**src/rtl/program_scheduler_pkg.sv**
```systemverilog
// Shared types and helpers for the round-robin program scheduler and its picker.
// State encoding, default index sizing and the zero-quantum clamp live here.
package program_scheduler_pkg;

  localparam int PS_MAX_PROGS = 8;
  localparam int PS_IDX_W     = $clog2(PS_MAX_PROGS);

  typedef enum logic [2:0] {
    IDLE       = 3'd0,
    ISSUE      = 3'd1,
    WAIT_START = 3'd2,
    WAIT_DONE  = 3'd3,
    RUN        = 3'd4,
    SELECT     = 3'd5
  } state_t;

  // A zero quantum would never expire, so it runs as a single-cycle slice.
  function automatic logic [31:0] clamp_quantum(input logic [31:0] q);
    return (q == 32'd0) ? 32'd1 : q;
  endfunction

endpackage

```
**src/rtl/program_scheduler_rr_next_picker.sv**
```systemverilog
// Round-robin search of the done mask, starting just after the current program.
// The current program is examined last, so it is picked again only when it is the sole survivor.
module rr_next_picker
  import program_scheduler_pkg::*;
#(
  parameter int MAX_PROGS = PS_MAX_PROGS,
  parameter int IDX_W     = PS_IDX_W,
  parameter int NUM_W     = PS_IDX_W + 1
) (
  input  logic [MAX_PROGS-1:0] done_mask,
  input  logic [IDX_W-1:0]     cur,
  input  logic [NUM_W-1:0]     num_programs,
  output logic [IDX_W-1:0]     next_idx,
  output logic                 none_left
);

  int   cand;
  logic found;

  always_comb begin
    next_idx = cur;
    found    = 1'b0;
    cand     = 0;
    for (int i = 1; i <= MAX_PROGS; i++) begin
      cand = int'(cur) + i;
      if (cand >= int'(num_programs)) cand = cand - int'(num_programs);
      if (!found && (i <= int'(num_programs)) && (cand < MAX_PROGS) &&
          !done_mask[IDX_W'(cand)]) begin
        found    = 1'b1;
        next_idx = IDX_W'(cand);
      end
    end
    none_left = !found;
  end

endmodule

```
**src/rtl/program_scheduler.sv**
```systemverilog
// Round-robin scheduler in front of the HD-to-RAM loader: issues loads, waits for the copy,
// runs the CPU for one quantum or until halt, and keeps a saved PC per program.
module program_scheduler
  import program_scheduler_pkg::*;
#(
  parameter int ADDR_WIDTH    = 12,
  parameter int MAX_PROGS     = PS_MAX_PROGS,
  parameter int QUANTUM_WIDTH = 16,
  parameter int LOAD_TIMEOUT  = 15
) (
  input  logic                       Clock,
  input  logic                       Reset,
  input  logic                       start,
  input  logic [$clog2(MAX_PROGS):0] num_programs,
  input  logic [QUANTUM_WIDTH-1:0]   quantum,
  input  logic                       carregando,
  input  logic                       proc_halt,
  input  logic [ADDR_WIDTH-1:0]      cpu_pc,
  output logic                       Load_from_HD,
  output logic [ADDR_WIDTH-1:0]      indice_programa,
  output logic                       cpu_run,
  output logic [ADDR_WIDTH-1:0]      resume_pc,
  output logic                       cpu_run_start,
  output logic                       busy,
  output logic                       all_done,
  output logic                       load_error
);

  localparam int IDX_W  = $clog2(MAX_PROGS);
  localparam int NUM_W  = IDX_W + 1;
  localparam int WAIT_W = $clog2(LOAD_TIMEOUT + 1);

  state_t                   state, next_state;
  logic [IDX_W-1:0]         cur;
  logic [NUM_W-1:0]         num_reg;
  logic [QUANTUM_WIDTH-1:0] q_reg;
  logic [QUANTUM_WIDTH-1:0] run_cnt;
  logic [WAIT_W-1:0]        wait_cnt;
  logic [MAX_PROGS-1:0]     done_mask;
  logic [ADDR_WIDTH-1:0]    pc_table [MAX_PROGS];
  logic                     load_err_q;
  logic                     run_first;
  logic [IDX_W-1:0]         pick_idx;
  logic                     none_left;
  logic                     wait_expired;
  logic                     run_last;

  rr_next_picker #(
    .MAX_PROGS(MAX_PROGS),
    .IDX_W    (IDX_W),
    .NUM_W    (NUM_W)
  ) u_picker (
    .done_mask   (done_mask),
    .cur         (cur),
    .num_programs(num_reg),
    .next_idx    (pick_idx),
    .none_left   (none_left)
  );

  assign wait_expired = (wait_cnt == WAIT_W'(LOAD_TIMEOUT - 1));
  assign run_last     = (run_cnt == QUANTUM_WIDTH'(1));

  always_ff @(posedge Clock) begin
    if (Reset) state <= IDLE;
    else       state <= next_state;
  end

  always_comb begin
    next_state = state;
    case (state)
      IDLE:       if (start) next_state = ISSUE;
      ISSUE:      if (!carregando) next_state = WAIT_START;
      WAIT_START: begin
        if (carregando)        next_state = WAIT_DONE;
        else if (wait_expired) next_state = IDLE;
      end
      WAIT_DONE:  if (!carregando) next_state = RUN;
      RUN:        if (proc_halt || run_last) next_state = SELECT;
      SELECT:     next_state = none_left ? IDLE : ISSUE;
      default:    next_state = IDLE;
    endcase
  end

  // The loader ignores requests while busy, so the pulse is held back until carregando drops.
  always_comb begin
    Load_from_HD  = 1'b0;
    cpu_run       = 1'b0;
    cpu_run_start = 1'b0;
    busy          = 1'b1;
    all_done      = 1'b0;
    case (state)
      IDLE:    busy = 1'b0;
      ISSUE:   Load_from_HD = !carregando;
      RUN: begin
        cpu_run       = 1'b1;
        cpu_run_start = run_first;
      end
      SELECT:  all_done = none_left;
      default: ;
    endcase
  end

  assign indice_programa = ADDR_WIDTH'(cur);
  assign resume_pc       = cpu_run_start ? pc_table[cur] : '0;
  assign load_error      = load_err_q;

  // Halt wins over quantum expiry, so a program that halts on its last cycle keeps its old PC.
  always_ff @(posedge Clock) begin
    if (Reset) begin
      cur        <= '0;
      num_reg    <= '0;
      q_reg      <= '0;
      run_cnt    <= '0;
      wait_cnt   <= '0;
      done_mask  <= '0;
      load_err_q <= 1'b0;
      run_first  <= 1'b0;
      for (int i = 0; i < MAX_PROGS; i++) pc_table[i] <= '0;
    end else begin
      run_first <= 1'b0;
      case (state)
        IDLE: begin
          if (start) begin
            num_reg    <= num_programs;
            q_reg      <= QUANTUM_WIDTH'(clamp_quantum(32'(quantum)));
            cur        <= '0;
            done_mask  <= '0;
            load_err_q <= 1'b0;
            for (int i = 0; i < MAX_PROGS; i++) pc_table[i] <= '0;
          end
        end
        ISSUE: wait_cnt <= '0;
        WAIT_START: begin
          if (!carregando) begin
            wait_cnt <= wait_cnt + 1'b1;
            if (wait_expired) load_err_q <= 1'b1;
          end
        end
        WAIT_DONE: begin
          if (!carregando) begin
            run_cnt   <= q_reg;
            run_first <= 1'b1;
          end
        end
        RUN: begin
          if (proc_halt)     done_mask[cur] <= 1'b1;
          else if (run_last) pc_table[cur]  <= cpu_pc;
          else               run_cnt        <= run_cnt - 1'b1;
        end
        SELECT: if (!none_left) cur <= pick_idx;
        default: ;
      endcase
    end
  end

endmodule

```
**config.mk**
```make
export PLATFORM = sky130hd
export DESIGN_NAME = program_scheduler
export DESIGN_NICKNAME = d
export VERILOG_FILES = /design/src/rtl/program_scheduler_pkg.sv /design/src/rtl/program_scheduler_rr_next_picker.sv /design/src/rtl/program_scheduler.sv
export SDC_FILE = /design/constraint.sdc
export NUM_CORES = 1
export LEC_CHECK = 0
export CORE_MARGIN = 1.5
export CORE_UTILIZATION = 25
export CTS_CLUSTER_DIAMETER = 200
export DETAILED_ROUTE_END_ITERATION = 10
export GPL_ROUTABILITY_DRIVEN = 0
export PLACE_DENSITY = 0.41
export SETUP_SLACK_MARGIN = 0.05
export SLEW_MARGIN = 20
export SYNTH_ARGS = -nofsm -noshare
export SYNTH_HDL_FRONTEND = slang
export SYNTH_SLANG_ARGS = --single-unit
```
**constraint.sdc**
```tcl
create_clock -name Clock -period 6.7 [get_ports Clock]
set_input_delay 1.005 -clock Clock [delete_from_list [all_inputs] [get_ports Clock]]
set_output_delay 1.005 -clock Clock [all_outputs]
set_load 0.02 [all_outputs]
```
==> impl_metrics.ini, run 1 <==
[synth]
synthFlopType = edfxtp_1
synth-seq-cells = 155
syn_inst = 1085
yosysTopAreaCellShare = 0.277
yosys.area.top_type = edfxtp_1
synthDistinctLibCells = 87
synth.avg_cell_area_um2 = 9.58
synthArstFlopShare = 0
synth_common_cells = 96 x edfxtp_1, 90 x nand2_1, 76 x nor2_1
netlist_area_um2 = 10400
synth.most_common_cell = edfxtp_1
yosysWarnings = 0
yosys-top-cells-area = edfxtp_1 28%, dfxtp_1 11%, mux4_2 5.9%, ha_1 4.0%, a21oi_1 3.4%
ys_seq_area_frac = 0.391
synth_edf_count = 96

[die]
fp.dieH_um = 207
die_w_um = 207
num_io_pins = 67
die_area_um2 = 42800
coreArea_um2 = 40900
start_util = 0.254
rows = 74

[route]
wl_um = 36100
first_pass_iters = 5
drt_iter0_drc = 662
via_per_inst = 5.30
vias = 8881
wl_per_cell_um = 21.5
drc = 0
ant_nets = 0

[setup_path]
rr_startpoint = cur[0]
worst-setup-path-type = reg2out
critPathArrivalTime_ps = 5280
regToRegSetupSlack_ps = 1670
cp_max_fo = 11
worstRegToRegCells = 16
setup.worst_path.start = cur[1]
crit_required_ps = 5690
end_kind = primary output
endpoint = all_done
cp-start-kind = flop

[sta]
fin_crit_ps = 6280
fin_crit_sh = 0.937
hold_violations = 0
maxSlewViolCount = 0
skew_ps = 12.7
fin_setup_tns_ps = 0
setup_viol = 0
rsz0062_at_grt = no
relSlewSlack = 0.313
worstMarginPinSlew_ps = 1030
max_freq_mhz = 159

[grt]
grt_pass1_wl_um = 54200
grt_max_degree = 43
grt_pass1_vias = 8754
grtUsageTotal = 0.170
grt.overflow.total = 0
antenna_found_initial = 0

[cells_and_area]
area_growth_pct = 17.9
drive_gt1_frac = 0.114
final_nets = 1212
n_antenna_cell = 0
final_core_util = 0.299
largest_register_ffs = 96

[clock_network]
cts_tree = built
cts-hold-fix-buffers = 0
clock_path_buffers = 2
clkLatencyLatePin_ps = 440
cts_inserted_buffers = 17
cts-htree-levels = 4
clkTransAtPathRegs_ps = 80
clkSinkCount = 155
cts-root-buf = clkbuf_16

[pwr]
power_frac_comb = 0.289
switching_share = 0.355
ir_drop_uv = 131
clockPowerShare = 0.330
p_seq_frac = 0.382
total_power_uw = 3040
leakage_uw = 0.00467
p_per_area_nw_per_um2 = 248
power_switching_uw = 1080
p_int_uw = 1960

[outcome]
status = completed

[hold_path]
hold_path_class = reg2reg

[placed_design]
place_hpwl_um = 24300
io_buffers = 57

[flow_run]
cap_viol_max_count = 0
==> critical path: stages, from the launching register on <==
cell,delay [ps]
dfxtp_1,330
inv_1,230
ha_1,400
inv_1,180
fa_1,580
nor2b_1,280
o21ai_1,160
nand2_1,190
mux2_2,380
a221oi_2,300
o21ai_1,240
a2111oi_4,460
nand3_1,120
nor3_1,310
clkdlybuf4s50_1,680
==> worst min path at each step <==
stage	from	to	slack (ps)	cells after the start
6_report	q_reg[1]	q_reg[1]	460	2
2_1_floorplan	q_reg[9]	q_reg[9]	430	2
3_3_place_gp	q_reg[9]	q_reg[9]	450	2
5_1_grt	q_reg[1]	q_reg[1]	480	2
4_1_cts	q_reg[9]	q_reg[9]	460	2
3_5_place_dp	q_reg[9]	q_reg[9]	450	2
==> cell type report <==
cell class	count	area [µm²]
Fill cell	4345	28700
Timing Repair Buffer	97	866
Tap cell	532	666
Clock buffer	17	425
Multi-Input combinational cell	819	5890
Clock inverter	15	185
Sequential cell	155	4070
Inverter	41	154
==> metrics by stage <==
stage,instances,worst slack [ps],area (µm²),hold WS (ps)
finish,1676,419,12300,457
global route,1676,179,12300,485
CTS,1674,311,12200,458
detailed placement,1642,841,11600,447
global placement,1642,783,11600,448
floorplan,1093,1120,10400,433
==> power groups by stage <==
stage	sequential, µW	combinational [µW]	clock [µW]
floorplan	1160	600	0
CTS	1160	858	1020
detailed placement	1180	853	0
global route	1170	958	1060
finish	1160	878	1000
global placement	1180	859	0
==> timing repair <==
action,CTS,global route
buffers inserted,0,2
setup endpoints to repair,0,1
gates resized for setup,0,1
==> routing by layer <==
layer | vias to the layer above | GRT usage | wire, µm
met5 | - | 0 | 0
met3 | 49 | 0.0284 | 1550
li1 | 4184 | - | -
met2 | 255 | 0.277 | 16700
met4 | 0 | 0.0568 | 907
met1 | 4393 | 0.228 | 16900
==> placed cells by master, fill, tap and decap left out, types with 10 or more instances in the layout <==
master           count
mux2i_1             28
nor2_1              75
a22o_1              13
edfxtp_1            96
nand3_1             23
a211oi_1            22
nor4_1              10
clkdlybuf4s50_1     56
nand2_1             90
ha_1                33
nand2b_1            11
dfxtp_1             58
buf_4               40
o211ai_1            14
and2_1              54
o21ai_0             41
mux4_2              27
a21oi_1             70
clkbuf_16           17
inv_1               40
nand4_1             11
nor3_1              26
a31oi_1             12
and3_1              50
fa_1                10
a21o_1              21
==> logic make-up (layout without fill, tap and decap cells) <==
logic type,count (synthesis),count (layout),share of synthesized area
buffers and inverters,119,170,0.0465
multiplexers,66,66,0.0985
adder cells (fa/ha/maj),44,44,0.0609
flip-flops,155,155,0.391
AND/OR/NAND/NOR,390,390,0.194
other,1,9,0.000361
AO/OA/AOI/OAI,297,297,0.198
XOR/XNOR,13,13,0.0110
(Power assumes the default switching activity.)
==> run 2, diff against run 1 <==
--- a/config.mk
+++ b/config.mk
@@ -9,8 +9,7 @@
 export CORE_UTILIZATION = 25
 export CTS_CLUSTER_DIAMETER = 200
 export DETAILED_ROUTE_END_ITERATION = 10
-export GPL_ROUTABILITY_DRIVEN = 0
-export PLACE_DENSITY = 0.41
+export PLACE_DENSITY = 0.43
 export SETUP_SLACK_MARGIN = 0.05
 export SLEW_MARGIN = 20
 export SYNTH_ARGS = -nofsm -noshare
==> constraint.sdc (replaced) <==
create_clock -name Clock -period 5.7 [get_ports Clock]
set_input_delay 0.855 -clock Clock [delete_from_list [all_inputs] [get_ports Clock]]
set_output_delay 0.855 -clock Clock [all_outputs]
set_load 0.02 [all_outputs]
==> run 2 against run 1 <==
Against the previous run:
- sequential cell count stayed put
- global-route usage is 0.15 points lower
- clock power is 8% higher
- total power is 14% higher
- via count hardly changed
- critical endpoint unchanged
- critical path depth stayed put
- largest cell class unchanged
- wire length is 2.0% lower
- sequential power is 17% higher
- die area stayed put
==> impl_metrics.ini, run 2 (synthesis gave the netlist of run 1 again) <==
[sta]
hold_violations = 0
skew_ps = 11.0
setup_viol = 0
max_freq_mhz = 189
fin_crit_sh = 0.929
rsz0062_at_grt = no
worstMarginPinSlew_ps = 1050
relSlewSlack = 0.299
fin_crit_ps = 5290
maxSlewViolCount = 0
fin_setup_tns_ps = 0

[pwr]
clockPowerShare = 0.312
p_per_area_nw_per_um2 = 283
p_int_uw = 2270
leakage_uw = 0.00464
p_seq_frac = 0.393
power_switching_uw = 1190
ir_drop_uv = 194
power_frac_comb = 0.295
switching_share = 0.344

[route]
first_pass_iters = 5
drt_iter0_drc = 736
ant_nets = 0
vias = 8884
wl_um = 35400
wl_per_cell_um = 21.1
via_per_inst = 5.30
drc = 0

[outcome]
status = completed

[grt]
grt.overflow.total = 0
grt_max_degree = 43
grt_pass1_wl_um = 54100
grt_pass1_vias = 8760
grtUsageTotal = 0.169
antenna_found_initial = 0

[placed_design]
place_hpwl_um = 24400
gp_congestion = 0.935
io_buffers = 57

[setup_path]
cp_num_cells = 14
worstRegToRegCells = 16
critPathArrivalTime_ps = 4440
crit_slowest_cell = fa_1
crit_required_ps = 4850
cp_max_fo = 21
worst-setup-path-type = reg2out
path_cells = buf_6, ha_1, inv_1, fa_1, a211oi_4, o21ai_2, mux2i_4, a222oi_1, nor4_2, nor2_2, a2111oi_4, nand3_1, nor3_1, clkbuf_2
end_kind = primary output
cp-start-kind = flop
slowest_delay_ps = 560
cp_top_family = compound AO/OA/AOI/OAI gates
crit_buf_inv = 3

[cells_and_area]
area_growth_pct = 17.3
final_core_util = 0.298
largest_register_ffs = 96
layout_commonest_cell = edfxtp_1
n_antenna_cell = 0
final_nets = 1212
layout_common_cells = 96 x edfxtp_1, 90 x nand2_1, 74 x nor2_1, 69 x a21oi_1, 57 x dfxtp_1
drive_gt1_frac = 0.115

[die]
num_io_pins = 67
coreArea_um2 = 40900
die_w_um = 207
start_util = 0.254
fp.dieH_um = 207
die_area_um2 = 42800
rows = 74

[clock_network]
cts-htree-levels = 4
clock_path_buffers = 2
cts_inserted_buffers = 17
cts-root-buf = clkbuf_16
clkLatencyLatePin_ps = 430
cts-hold-fix-buffers = 0
clkTransAtPathRegs_ps = 70
clkSinkCount = 155
cts_tree = built

[flow_run]
cap_viol_max_count = 0

[hold_path]
hold_path_class = reg2reg
worstHoldPathCells = 2
## run 2: changes by cell type in the layout (fill, tap and decap cells not counted), sizes merged
cell and delta:
clkdlybuf4s50 -1, clkbuf +2, inv -4, clkinvlp +2
## run 2: worst min-delay path, delay by kind of cell, from the launching register on
kind | cells | cell delay, ps
flip-flops | 1 | 310
AND/OR/NAND/NOR | 1 | 50
AO/OA/AOI/OAI | 1 | 50
## run 2: path summary, 6_finish.rpt
path / slack [ps] / to / startpoint
min: 460 / q_reg[9] / q_reg[9]
max reg2reg: 830 / flop / cur[0]
min reg2reg: 460 / q_reg[9] / q_reg[9]
max: 410 / all_done / cur[0]
## run 2: what timing repair did
item	in CTS	in global routing
resized for setup	1	9
pin swaps	0	1
setup endpoints to repair	1	1
buffers inserted	0	1
## run 2: routing by layer
layer,vias to the layer above,routed length [µm],share of wire,GRT usage
li1,4181,-,-,-
met1,4373,16600,0.47,0.232
met2,289,16400,0.46,0.271
met3,41,1720,0.049,0.0283
met4,0,645,0.018,0.0486
met5,-,0,0,0
## run 2: layout make-up
cell class / instances / area (µm²)
inverter: 41 / 154
clock inverter: 13 / 115
multi-input combinational: 819 / 5900
clock buffer: 18 / 429
tap: 532 / 666
sequential: 155 / 4070
timing repair buffer: 97 / 868
fill: 4338 / 28700
## run 2: through the flow
stage | hold slack (ps) | area, µm² | std cells | power (µW) | setup WS (ps)
global placement | 448 | 11600 | 1643 | 2400 | 413
floorplan | 433 | 10400 | 1093 | 2070 | 266
finish | 459 | 12200 | 1675 | 3460 | 407
global route | 487 | 12200 | 1675 | 3650 | 52.8
CTS | 462 | 12200 | 1674 | 3470 | 167
detailed placement | 453 | 11600 | 1643 | 2390 | 368
## run 2: power groups by stage
| stage | combinational, µW | sequential [µW] | clock, µW |
|---|---|---|---|
| 6_report | 1020 | 1360 | 1080 |
| 5_1_grt | 1130 | 1370 | 1150 |
| 4_1_cts | 1010 | 1360 | 1100 |
| 3_5_place_dp | 1010 | 1380 | 0 |
| 3_3_place_gp | 1020 | 1380 | 0 |
| 2_1_floorplan | 706 | 1360 | 0 |
==> variant: new RTL, settings of run 2 <==
Re-encode `state_t` (6 states) as one-hot, 6 bits wide.
--- a/src/rtl/program_scheduler_pkg.sv
+++ b/src/rtl/program_scheduler_pkg.sv
@@ -7,9 +7,9 @@
 
-  typedef enum logic [2:0] {
-    IDLE       = 3'd0,
-    ISSUE      = 3'd1,
-    WAIT_START = 3'd2,
-    WAIT_DONE  = 3'd3,
-    RUN        = 3'd4,
-    SELECT     = 3'd5
+  typedef enum logic [5:0] {
+    IDLE       = 6'b000001,
+    ISSUE      = 6'b000010,
+    WAIT_START = 6'b000100,
+    WAIT_DONE  = 6'b001000,
+    RUN        = 6'b010000,
+    SELECT     = 6'b100000
   } state_t;
Check against the original RTL: same outputs for any inputs over 4 cycles, from zero or initial values and one cycle with Reset high; so few cycles prove little.
==> variant against run 2 <==
Area after synthesis increased by 2.1%. Global-route usage down 1.2 points. Total power is 3.8% lower. Critical path depth unchanged. Largest power group unchanged. Clock skew is essentially flat. Critical path type unchanged. Worst hold slack improved by 0.0012 ns. Sequential cell count is 3 higher. Wire length decreased by 4.0%. Worst setup slack gained 0.069 ns. Design area increased by 1.8%. Combinational power shrank 18%.
==> variant: results (changes against run 2) <==
* Clk_lat worst skew at 0.43 ns (about the same)
* CP top delay family: compound AO/OA/AOI/OAI gates (unchanged)
* Outcome: finished clean (unchanged)
* Leakage at 4.69 nW (was 4.64 nW)
* Max stage delay on crit path at 0.46 ns (was 0.56 ns)
* Post-synth EDFFs at 96 (unchanged)
* Setup Skew at 0.0106 ns (was 0.0110 ns)
* Met1 Use GR at 21.3% (was 23.2%)
* Initial DRC Count at 693 (was 736)
* DR vias/cell at 5.14 (was 5.30)
* Largest net degree at the start of global routing at 45 (was 43)
* Root Buffer Master: clkbuf_16 (unchanged)
* WL met1 at 15.3 mm (was 16.6 mm)
* Max FFs per register at 96 (unchanged)
* Wire length after detailed routing at 33.9 mm (was 35.4 mm)
* HPWL after DPL at 23.5 mm (was 24.4 mm)
* Slowest cell on the critical path: a211oi_4 (was fa_1)
* Gpl congestion at 0.844 (was 0.935)
* Synth unique cells at 96 (was 87)
* Synth top area cells: edfxtp_1 27%, dfxtp_1 12%, mux4_2 7.0%, ha_1 3.9%, and3_1 3.5% (was edfxtp_1 28%, dfxtp_1 11%, mux4_2 5.9%, ha_1 4.0%, a21oi_1 3.4%)
* Final-stage net count at 1220 (was 1212)
* Synth top cells by count: 97 x nand2_1, 96 x edfxtp_1, 87 x nor2_1, 69 x a21oi_1, 62 x dfxtp_1 (was 96 x edfxtp_1, 90 x nand2_1, 76 x nor2_1, 70 x a21oi_1, 61 x clkbuf_1)
* First-pass GRT wire length at 52.3 mm (was 54.1 mm)
* Antenna violations before repair at 1 (was 0)
* Total GRT Usage at 15.7% (was 16.9%)
* Initial DRT Pass Iterations at 7 (was 5)
* Number of H-tree levels at 4 (unchanged)
* # port buffers at 57 (unchanged)
* Peak supply drop at 0.219 mV (was 0.194 mV)
* Reg clk slew, reported paths at 0.07 ns (about the same)
* Post-CTS Setup Bufs at 0 (unchanged)
* Synth async-reset ratio at 0% (unchanged)
* Post-synth top flop: edfxtp_1 (unchanged)
* Cts bufs inserted at 17 (unchanged)
* Met2 WL at 16.1 mm (was 16.4 mm)
* Yosys synthesis warning count at 0 (unchanged)
* Register area share after synthesis at 38.9% (was 39.1%)
* Max layer used: met4 (unchanged)
* Crit-path max FO at 15 (was 21)
* Fillers at 4367 (was 4338)
* Number of diodes at 0 (unchanged)
* HP Class: flip-flop to flip-flop (unchanged)
* Met3 wire len at 1.78 mm (was 1.72 mm)
* Worst Tran Pin Value at 1.04 ns (was 1.05 ns)
* GRT met2 Usage at 26.1% (was 27.1%)
* Met3 GRT Util at 2.19% (was 2.83%)
* Worst Path Arrival at 4.37 ns (was 4.44 ns)
* Clk buf depth at 2 (unchanged)
* Layout cells sized above 1 at 12.5% (was 11.5%)
* Vias in the first global route at 8568 (was 8760)
[variant: final cells by class]
class / count / area [um2] / area share (%)
Inverter: 46 / 173 / 1.39
Timing Repair Buffer: 96 / 861 / 6.94
Multi-Input combinational cell: 820 / 6000 / 48.4
Clock buffer: 17 / 425 / 3.43
Tap cell: 539 / 674 / 5.43
Clock inverter: 15 / 151 / 1.22
Sequential cell: 158 / 4130 / 33.2
[variant: kinds of logic (layout without fill, tap and decap cells)]
family	after synthesis	after routing	share of synthesized area (%)
other cells	1	9	0.0353
flops	158	158	38.9
buf+inv	123	174	5.13
fa+ha+maj	44	44	5.97
compound gates	282	282	18.5
simple gates	415	415	20.9
xor+xnor	10	10	0.825
mux	60	60	9.79
[variant: worst paths after layout]
check                             start                    end  slack, ns  cells after the start
hold / removal    q_reg[3]$_SDFFE_PP0P_  q_reg[3]$_SDFFE_PP0P_       0.46                      2
setup / recovery    cur[0]$_SDFFE_PP0P_               all_done       0.48                     14
setup reg to reg    cur[0]$_SDFFE_PP0P_              flip-flop       1.22                     15
hold reg to reg   q_reg[3]$_SDFFE_PP0P_  q_reg[3]$_SDFFE_PP0P_       0.46                      2
[variant: what timing repair did]
action / CTS / global route
endpoints found under the hold margin: 0 / 0
resized for setup: 1 / 1
setup endpoints to repair: 1 / 1
[variant: metrics by stage]
step / area, um2 / util (%) / std cells / setup WS [ns]
floorplan: 10600 / - / 1101 / 0.652
global placement: 11800 / 28.2 / 1659 / 0.467
detailed placement: 11800 / 28.2 / 1659 / 0.453
CTS: 12400 / 29.6 / 1691 / 0.108
global route: 12400 / 29.6 / 1691 / 0.215
finish: 12400 / 29.6 / 1691 / 0.476
[variant: where the power goes]
group	internal [mW]	switching, mW
Combinational	0.323	0.513
Sequential	1.32	0.0347
Clock	0.616	0.522
